## config.mk

```make
export PLATFORM = sky130hd
export DESIGN_NAME = alu_control_seq
export DESIGN_NICKNAME = d
export VERILOG_FILES = /design/src/rtl/alu_control_seq.sv
export SDC_FILE = /design/constraint.sdc
export NUM_CORES = 1
export LEC_CHECK = 0
export ABC_AREA = 1
export CAP_MARGIN = 20
export CELL_PAD_IN_SITES_DETAIL_PLACEMENT = 1
export CELL_PAD_IN_SITES_GLOBAL_PLACEMENT = 2
export CORE_MARGIN = 3
export CORE_UTILIZATION = 21
export DETAILED_ROUTE_END_ITERATION = 6
export GPL_TIMING_DRIVEN = 1
export PLACE_DENSITY = 0.73
export REMOVE_ABC_BUFFERS = 1
export SETUP_SLACK_MARGIN = 0.1
export SKIP_LAST_GASP = 1
export SLEW_MARGIN = 10
export SYNTH_ARGS = -nofsm -noshare
export SYNTH_HDL_FRONTEND = slang
export SYNTH_SLANG_ARGS = --single-unit
```

## constraint.sdc

```tcl
create_clock -name clk -period 1.4 [get_ports clk]
set_clock_uncertainty 0.1 [all_clocks]
set_input_delay 0.28 -clock clk [delete_from_list [all_inputs] [get_ports clk]]
set_output_delay 0.28 -clock clk [all_outputs]
set_load 0.005 [all_outputs]
```

## src/rtl/alu_control_seq.sv

```systemverilog
// Registered ALU control decoder with valid/ready input handshake.
// Mult/div hold func and raise busy for a fixed iterative-unit budget.
module alu_control_seq #(
  parameter int FUNC_W     = 4,
  parameter int OP_W       = 3,
  parameter int MUL_CYCLES = 4,
  parameter int DIV_CYCLES = 8
) (
  input  logic              clk,
  input  logic              rst_n,
  input  logic              flush,
  input  logic              in_valid,
  output logic              in_ready,
  input  logic [OP_W-1:0]   alu_op,
  input  logic [5:0]        funct,
  output logic              out_valid,
  output logic [FUNC_W-1:0] func,
  output logic              is_jr,
  output logic              illegal,
  output logic              busy,
  output logic              mc_done
);

  localparam int MAXC  = (MUL_CYCLES > DIV_CYCLES) ?
                         MUL_CYCLES : DIV_CYCLES;
  localparam int CNT_W = $clog2(MAXC);

  typedef enum logic [1:0] {
    IDLE,
    EXEC,
    MULTI
  } state_t;

  state_t            state, state_n;
  logic [CNT_W-1:0]  cnt, cnt_n;
  logic [FUNC_W-1:0] func_n;
  logic              jr_n, ill_n, ov_n;

  logic [3:0]        code;
  logic              d_jr, d_ill, d_mc;
  logic [CNT_W-1:0]  d_cnt;
  logic              op_hi;
  logic [OP_W-1:0]   op_lim;
  logic [2:0]        op3;
  logic              accept;

  assign op_lim = OP_W'(7);
  assign op_hi  = alu_op > op_lim;
  assign op3    = alu_op[2:0];

  always_comb begin
    code  = 4'd7;
    d_jr  = 1'b0;
    d_ill = 1'b0;
    d_mc  = 1'b0;
    d_cnt = '0;
    if (op_hi) begin
      d_ill = 1'b1;
    end else begin
      unique case (op3)
        3'b000: begin
          unique case (funct)
            6'h20: code = 4'd0;
            6'h22: code = 4'd1;
            6'h24: code = 4'd2;
            6'h25: code = 4'd3;
            6'h27: code = 4'd4;
            6'h2A: code = 4'd5;
            6'h00: code = 4'd8;
            6'h02: code = 4'd9;
            6'h18: begin
              code  = 4'd10;
              d_mc  = 1'b1;
              d_cnt = CNT_W'(MUL_CYCLES - 1);
            end
            6'h1A: begin
              code  = 4'd11;
              d_mc  = 1'b1;
              d_cnt = CNT_W'(DIV_CYCLES - 1);
            end
            6'h08: begin
              code = 4'd15;
              d_jr = 1'b1;
            end
            default: d_ill = 1'b1;
          endcase
        end
        3'b001: code = 4'd1;
        3'b010: code = 4'd0;
        3'b011: code = 4'd1;
        3'b100: code = 4'd2;
        3'b101: code = 4'd5;
        3'b110: code = 4'd6;
        default: code = 4'd1;
      endcase
    end
  end

  assign busy     = (state == MULTI);
  assign mc_done  = busy && (cnt == '0);
  assign in_ready = ~busy | mc_done;
  assign accept   = in_valid & in_ready;

  always_comb begin
    state_n = state;
    cnt_n   = cnt;
    func_n  = func;
    jr_n    = 1'b0;
    ill_n   = 1'b0;
    ov_n    = 1'b0;
    if (state == MULTI && cnt != '0) begin
      cnt_n = cnt - 1'b1;
      ov_n  = 1'b1;
    end else if (accept) begin
      func_n = FUNC_W'(code);
      jr_n   = d_jr;
      ill_n  = d_ill;
      ov_n   = ~d_jr;
      if (d_mc) begin
        state_n = MULTI;
        cnt_n   = d_cnt;
      end else begin
        state_n = EXEC;
        cnt_n   = '0;
      end
    end else begin
      state_n = IDLE;
      cnt_n   = '0;
    end
  end

  always_ff @(posedge clk) begin
    if (!rst_n || flush) begin
      state     <= IDLE;
      cnt       <= '0;
      func      <= '0;
      is_jr     <= 1'b0;
      illegal   <= 1'b0;
      out_valid <= 1'b0;
    end else begin
      state     <= state_n;
      cnt       <= cnt_n;
      func      <= func_n;
      is_jr     <= jr_n;
      illegal   <= ill_n;
      out_valid <= ov_n;
    end
  end

endmodule

```

=== After elaboration in Yosys (flattened, before gate mapping) ===
Index checks and enable logic that the tools add are counted.
Widths: inputs -> output; s select.

* Input port bits: 13
* Logic and storage cells: 63
* Output and inout bits: 10
* Register bits: 12

* Reductions and logical operators: 12
* Add/sub/neg operators: 1
* Eq/ne operators: 15
* Bitwise operators: 6
* $lt $le $gt $ge: 1
* Mux-type cells: 22

{| class="wikitable"
|+ Operators with widths
! operator !! count
|-
| $pmux 4 s11 || 1
|-
| $eq 6x6->1 const B || 6
|-
| $pmux 4 s5 || 1
|-
| $mux 3 || 5
|-
| $eq 6x5->1 const B || 2
|-
| $mux 1 || 11
|-
| $reduce_or 11->1 || 1
|-
| $eq 3x3->1 const B || 3
|-
| $eq 6x2->1 const B || 1
|-
| $eq 6x4->1 const B || 1
|-
| $logic_not 3->1 || 2
|-
| $logic_not 6->1 || 1
|-
| $pmux 3 s2 || 1
|-
| $mux 2 || 2
|-
| $mux 4 || 1
|-
| $not 1->1 || 4
|-
| $eq 3x2->1 const B || 1
|-
| $gt 3x3->1 const B || 1
|-
| $reduce_bool 3->1 || 1
|-
| $reduce_or 3->1 || 1
|-
| $sub 3x1->3 const B || 1
|-
| $eq 2x2->1 const B || 1
|-
| $logic_and 1x1->1 || 2
|-
| $reduce_and 2->1 || 1
|-
| other kinds (5) || 5
|}

=== Logic depth before layout (Yosys ltp) ===
* Word-level depth: 8
* Mapped depth: 11
* Depth with buffers taken out: 11

=== Worst setup path before layout ===
Ideal clock, no wire load.

* Path type: register to register
* Start: register cnt[0]
* End: register func[0]
* Buffers on the path: 0
* Cell stages (with the launch flop): 10
* Data required time: 1,177 ps
* Library setup time: 123 ps
* Arrival time: 1,270 ps
* Clock period less this slack: 1,493 ps
* Path slack: -93 ps
* Path through: dfxtp_1 -> inv_1 -> ha_1 -> ha_1 -> inv_1 -> nand2_1 -> nand2_2 -> inv_2 -> o21ai_0 -> a21oi_1

* Longest elaborated chain between the ends: 5
* Elaborated cells on any way between the ends: 8
* Those cells by class: 3 x bitwise; 5 x reduce/logical

{| class="wikitable"
|+ RTL lines
! item !! line !! text
|-
| start: declaration || 35 || <nowiki>logic [CNT_W-1:0] cnt, cnt_n;</nowiki>
|-
| start signal: assignment || 142 || <nowiki>cnt <= cnt_n;</nowiki>
|-
| $logic_not 3->1 || 100 || <nowiki>assign mc_done = busy && (cnt == '0);</nowiki>
|-
| $logic_and 1x1->1 || 100 ||
|-
| $or 1x1->1 || 101 || <nowiki>assign in_ready = ~busy | mc_done;</nowiki>
|-
| named net in_ready || 13 || <nowiki>output logic in_ready,</nowiki>
|-
| $and 1x1->1 || 102 || <nowiki>assign accept = in_valid & in_ready;</nowiki>
|-
| $reduce_and 2->1 (no source line) || - ||
|-
| end signal: assignment || 143 || <nowiki>func <= func_n;</nowiki>
|-
| end: declaration || 17 || <nowiki>output logic [FUNC_W-1:0] func,</nowiki>
|}

The timed path passes the listed nets, and every way through them passes these cells.
A chain may end at the register's enable or synchronous reset.

=== Worst setup path after layout ===
* Start: register cnt[0]
* End: output port in_ready

* Longest elaborated chain between the ends: 3

{| class="wikitable"
|+ RTL lines
! item !! line
|-
| $logic_not 3->1 || 100
|-
| $logic_and 1x1->1 || 100
|-
| $or 1x1->1 || 101
|-
| end: declaration || 13
|}

Every way passes these cells.

==> Flow_metrics.wiki <==
{| class="wikitable"
! Metric !! Value
|-
| Pin count of the biggest net entering global routing || 9
|-
| Most frequent cell after synthesis || sky130_fd_sc_hd__nand2_1
|-
| Worst R2R Setup Slack || -0.17 ns
|-
| Number of global-route vias before repair || 881
|-
| Clock tree sinks || 12
|-
| Fin cells || 199
|-
| Die Footprint || 4240 um2
|-
| Standby leakage power || 0.000616 uW
|-
| Synthesis-stage register bit count || 12
|-
| Via Count || 870
|-
| Count of final setup violators || 13
|-
| Final #Nets || between 150 and 200
|-
| Critical register-to-register path startpoint || cnt[0]
|-
| Area share of the leading cell type in the synthesized netlist || 0.327
|-
| Power density over the cells || 615 nW/um2
|-
| Violations in the final reports || setup timing
|-
| Share of async-settable or async-resettable flops after synthesis || 0
|-
| Count of flip-flops with a built-in enable after synthesis || 0
|-
| TritonCTS clock tree || done
|-
| Final cycle utilization of the critical path || 1.17
|-
| Hold path startpoint || alu_op[1]
|-
| Total global routing overflow || 0
|-
| H-tree depth || 1
|-
| HPWL reported at the end of detailed placement || 1.87 mm
|-
| Worst hold slack after final layout || 0.341 ns
|-
| Cell count after placement || between 150 and 200
|-
| Maximum vdd drop || between 0.3 and 0.4 mV
|-
| Layout fillers || 420
|-
| Detailed-route vias per instance || about 4.4
|-
| Kind of path behind the tightest hold check || input port to register
|-
| 1st-iter DRT viols || 6
|-
| Cell row count || 20
|-
| Final number of max-transition violations || 0
|-
| Area inside the core boundary || 3200 um2
|-
| Maximum count of clock buffers along a single path || 2
|-
| Final Hold Vio Count || 0
|-
| Startpoint class of the critical path || register
|-
| Tightest Pin Transition || 0.333 ns
|-
| Num CTS Buffers || 3
|-
| Routed wirelength normalized by instance count || around 12 um
|-
| Required time of the critical path || 1.02 ns
|-
| Area post-placement || 1120 um2
|-
| Dominant cell type by area after synthesis || sky130_fd_sc_hd__dfxtp_1
|-
| Unrepaired setup endpoints after global routing || yes
|-
| Die Width || between 60 and 70 um
|-
| Final ANT Viol Nets || 0
|-
| Maximum fanout encountered on the critical timing path || 3
|-
| Length of the first detailed-routing pass in iterations || 4
|-
| Reg-to-reg endpoint || cnt[2]
|-
| Count of synthesis-stage warnings from yosys || 0
|-
| DRC Markers || 0
|-
| Area contributors post-synth || sky130_fd_sc_hd__dfxtp_1 33%, sky130_fd_sc_hd__nand2_1 10%, sky130_fd_sc_hd__nor2_1 9.2%, sky130_fd_sc_hd__inv_1 7.2%, sky130_fd_sc_hd__nand3_1 6.8%
|-
| Primary FF master, synth || sky130_fd_sc_hd__dfxtp_1
|-
| Share of final-layout standard cells stronger than drive strength 1 || 0.503
|-
| Area grow syn2layout || 80.2%
|-
| Number of hold buffers added after cts || 0
|-
| Setup TNS || -1.63 ns
|-
| Slew margin rel. || 0.777
|-
| Worst hold path stage count || 5
|-
| Length in cells of the worst reg-to-reg path || 11
|-
| Highest Clock Rate || 610 MHz
|-
| Hold endpoint || func[1]
|-
| Number of buffer cells added on primary ports || 22
|-
| Post-Synthesis Mean Instance Area || 6.56 um2
|-
| Number of violations of the max-capacitance limit || 0
|-
| Starting density of the core || 0.229
|-
| Sequential-to-total area share from yosys stat || 0.327
|-
| Final instance area || 1320 um2
|-
| Cell count after synthesis || ~110
|-
| Kind of end point of the critical path || output pin
|-
| Status || complete, but fails checks
|-
| Worst setup slack after layout || -0.239 ns
|-
| Clock Tree Root || sky130_fd_sc_hd__clkbuf_4
|-
| Share of the core filled with cells in the final layout || 0.413
|-
| Antenna diode count || 0
|-
| Most numerous cell types in the synthesized netlist || 20 x sky130_fd_sc_hd__nand2_1, 18 x sky130_fd_sc_hd__nor2_1, 14 x sky130_fd_sc_hd__inv_1
|-
| Unique masters post-synth || 17
|-
| Worst skew pair latency || 0.28 ns
|-
| Die Y-Extent || 65.1 um
|-
| Type of the worst setup path || register to output pin
|-
| I/O pin count || 23
|-
| Routed WL || around 2.3 mm
|-
| Antenna violations before repair || 0
|-
| CTS clock-pin slew for the worst setup and hold paths || 0.08 ns
|-
| Gp weighted congestion || 0.778
|-
| Post-layout minimum cycle time || 1.64 ns
|-
| Signal arrival time at the worst endpoint || about 1.3 ns
|-
| Global-route wire length before repair || 3.80 mm
|-
| Mapped Area || 734 um2
|-
| Total routing usage reported by global routing || 0.116
|}
-- cell type report --
| type | instances | area (um2) | area share |
|---|---|---|---|
| inverters | 18 | 77.6 | 0.0586 |
| well taps | 44 | 55.1 | 0.0416 |
| flip-flops and latches | 12 | 248 | 0.187 |
| clock buffers | 4 | 36.3 | 0.0274 |
| repair buffers | 39 | 327 | 0.247 |
| multi-input cells | 82 | 581 | 0.439 |
-- layout by cell type, fill, tap and decap left out, types with 3 or more instances in the layout --
master and instances:
sky130_fd_sc_hd__nand2_1 16, sky130_fd_sc_hd__buf_4 15, sky130_fd_sc_hd__dlygate4sd2_1 13, sky130_fd_sc_hd__nor2_1 11, sky130_fd_sc_hd__nand3_1 10, sky130_fd_sc_hd__inv_2 9, sky130_fd_sc_hd__nor2_2 8, sky130_fd_sc_hd__inv_1 7
sky130_fd_sc_hd__nor2_4 6, sky130_fd_sc_hd__dfxtp_2 6, sky130_fd_sc_hd__dfxtp_1 6, sky130_fd_sc_hd__clkdlybuf4s50_1 5, sky130_fd_sc_hd__nand3_2 4, sky130_fd_sc_hd__a21oi_1 4, sky130_fd_sc_hd__a21oi_2 4, sky130_fd_sc_hd__nand2_2 3
sky130_fd_sc_hd__clkbuf_4 3, sky130_fd_sc_hd__buf_2 3
-- critical path, cell delays in order, from the launching register on --
cell,delay [ns]
sky130_fd_sc_hd__dfxtp_2,0.33
sky130_fd_sc_hd__inv_2,0.04
sky130_fd_sc_hd__ha_4,0.16
sky130_fd_sc_hd__ha_4,0.16
sky130_fd_sc_hd__inv_4,0.06
sky130_fd_sc_hd__nand2_1,0.08
sky130_fd_sc_hd__buf_2,0.14
-- state kept, by name, indices dropped and copies added, names as in the netlist --
name,count
illegal,1
cnt,3
is_jr,1
out_valid,1
state,2
func,4
-- where the power goes --
group	switching [uW]	internal [uW]	total [uW]
logic	96.1	75.9	172
clock network	131	159	290
registers	4.29	348	352
-- cells by family after synthesis --
kind of cell | after synthesis | share of synthesized area
buffers and inverters | 18 | 0.0920
and+or+nand+nor | 67 | 0.453
DFF | 12 | 0.327
AOI/OAI and AO/OA | 13 | 0.0937
adders and majority gates | 2 | 0.0341
-- worst max-delay path by stage --
stage / cells past startpoint / slack, ns / from / end
final: 6 / -0.24 / cnt[0] / in_ready
after global routing: 6 / -0.31 / cnt[1] / in_ready
after CTS: 6 / -0.27 / cnt[0] / mc_done
after detailed placement: 12 / -0.54 / funct[5] / func[2]
after global placement: 12 / -0.50 / funct[5] / func[2]
after floorplan: 9 / -0.09 / cnt[0] / func[0]
-- metrics by stage --
stage	setup WS [ns]	total power, uW
3_5_place_dp	-0.540	513
3_3_place_gp	-0.499	509
5_1_grt	-0.310	860
4_1_cts	-0.275	811
2_1_floorplan	-0.0928	425
6_report	-0.239	814
-- timing repair --
action | 4_1_cts | 5_1_grt
pin swaps | 4 | 11
gates resized for setup | 52 | 31
endpoints found under the setup margin | 22 | 15
buffers inserted | 2 | 0
-- metal layers --
layer,share of wire,global-route usage,vias up,wire length [um]
met1,0.43,0.126,407,998
li1,-,-,444,-
met2,0.53,0.212,14,1250
met4,0.017,0.0466,0,40
met5,0,0,-,0
met3,0.024,0.0308,5,57
Note: power is estimated with default switching activity, not from simulation.
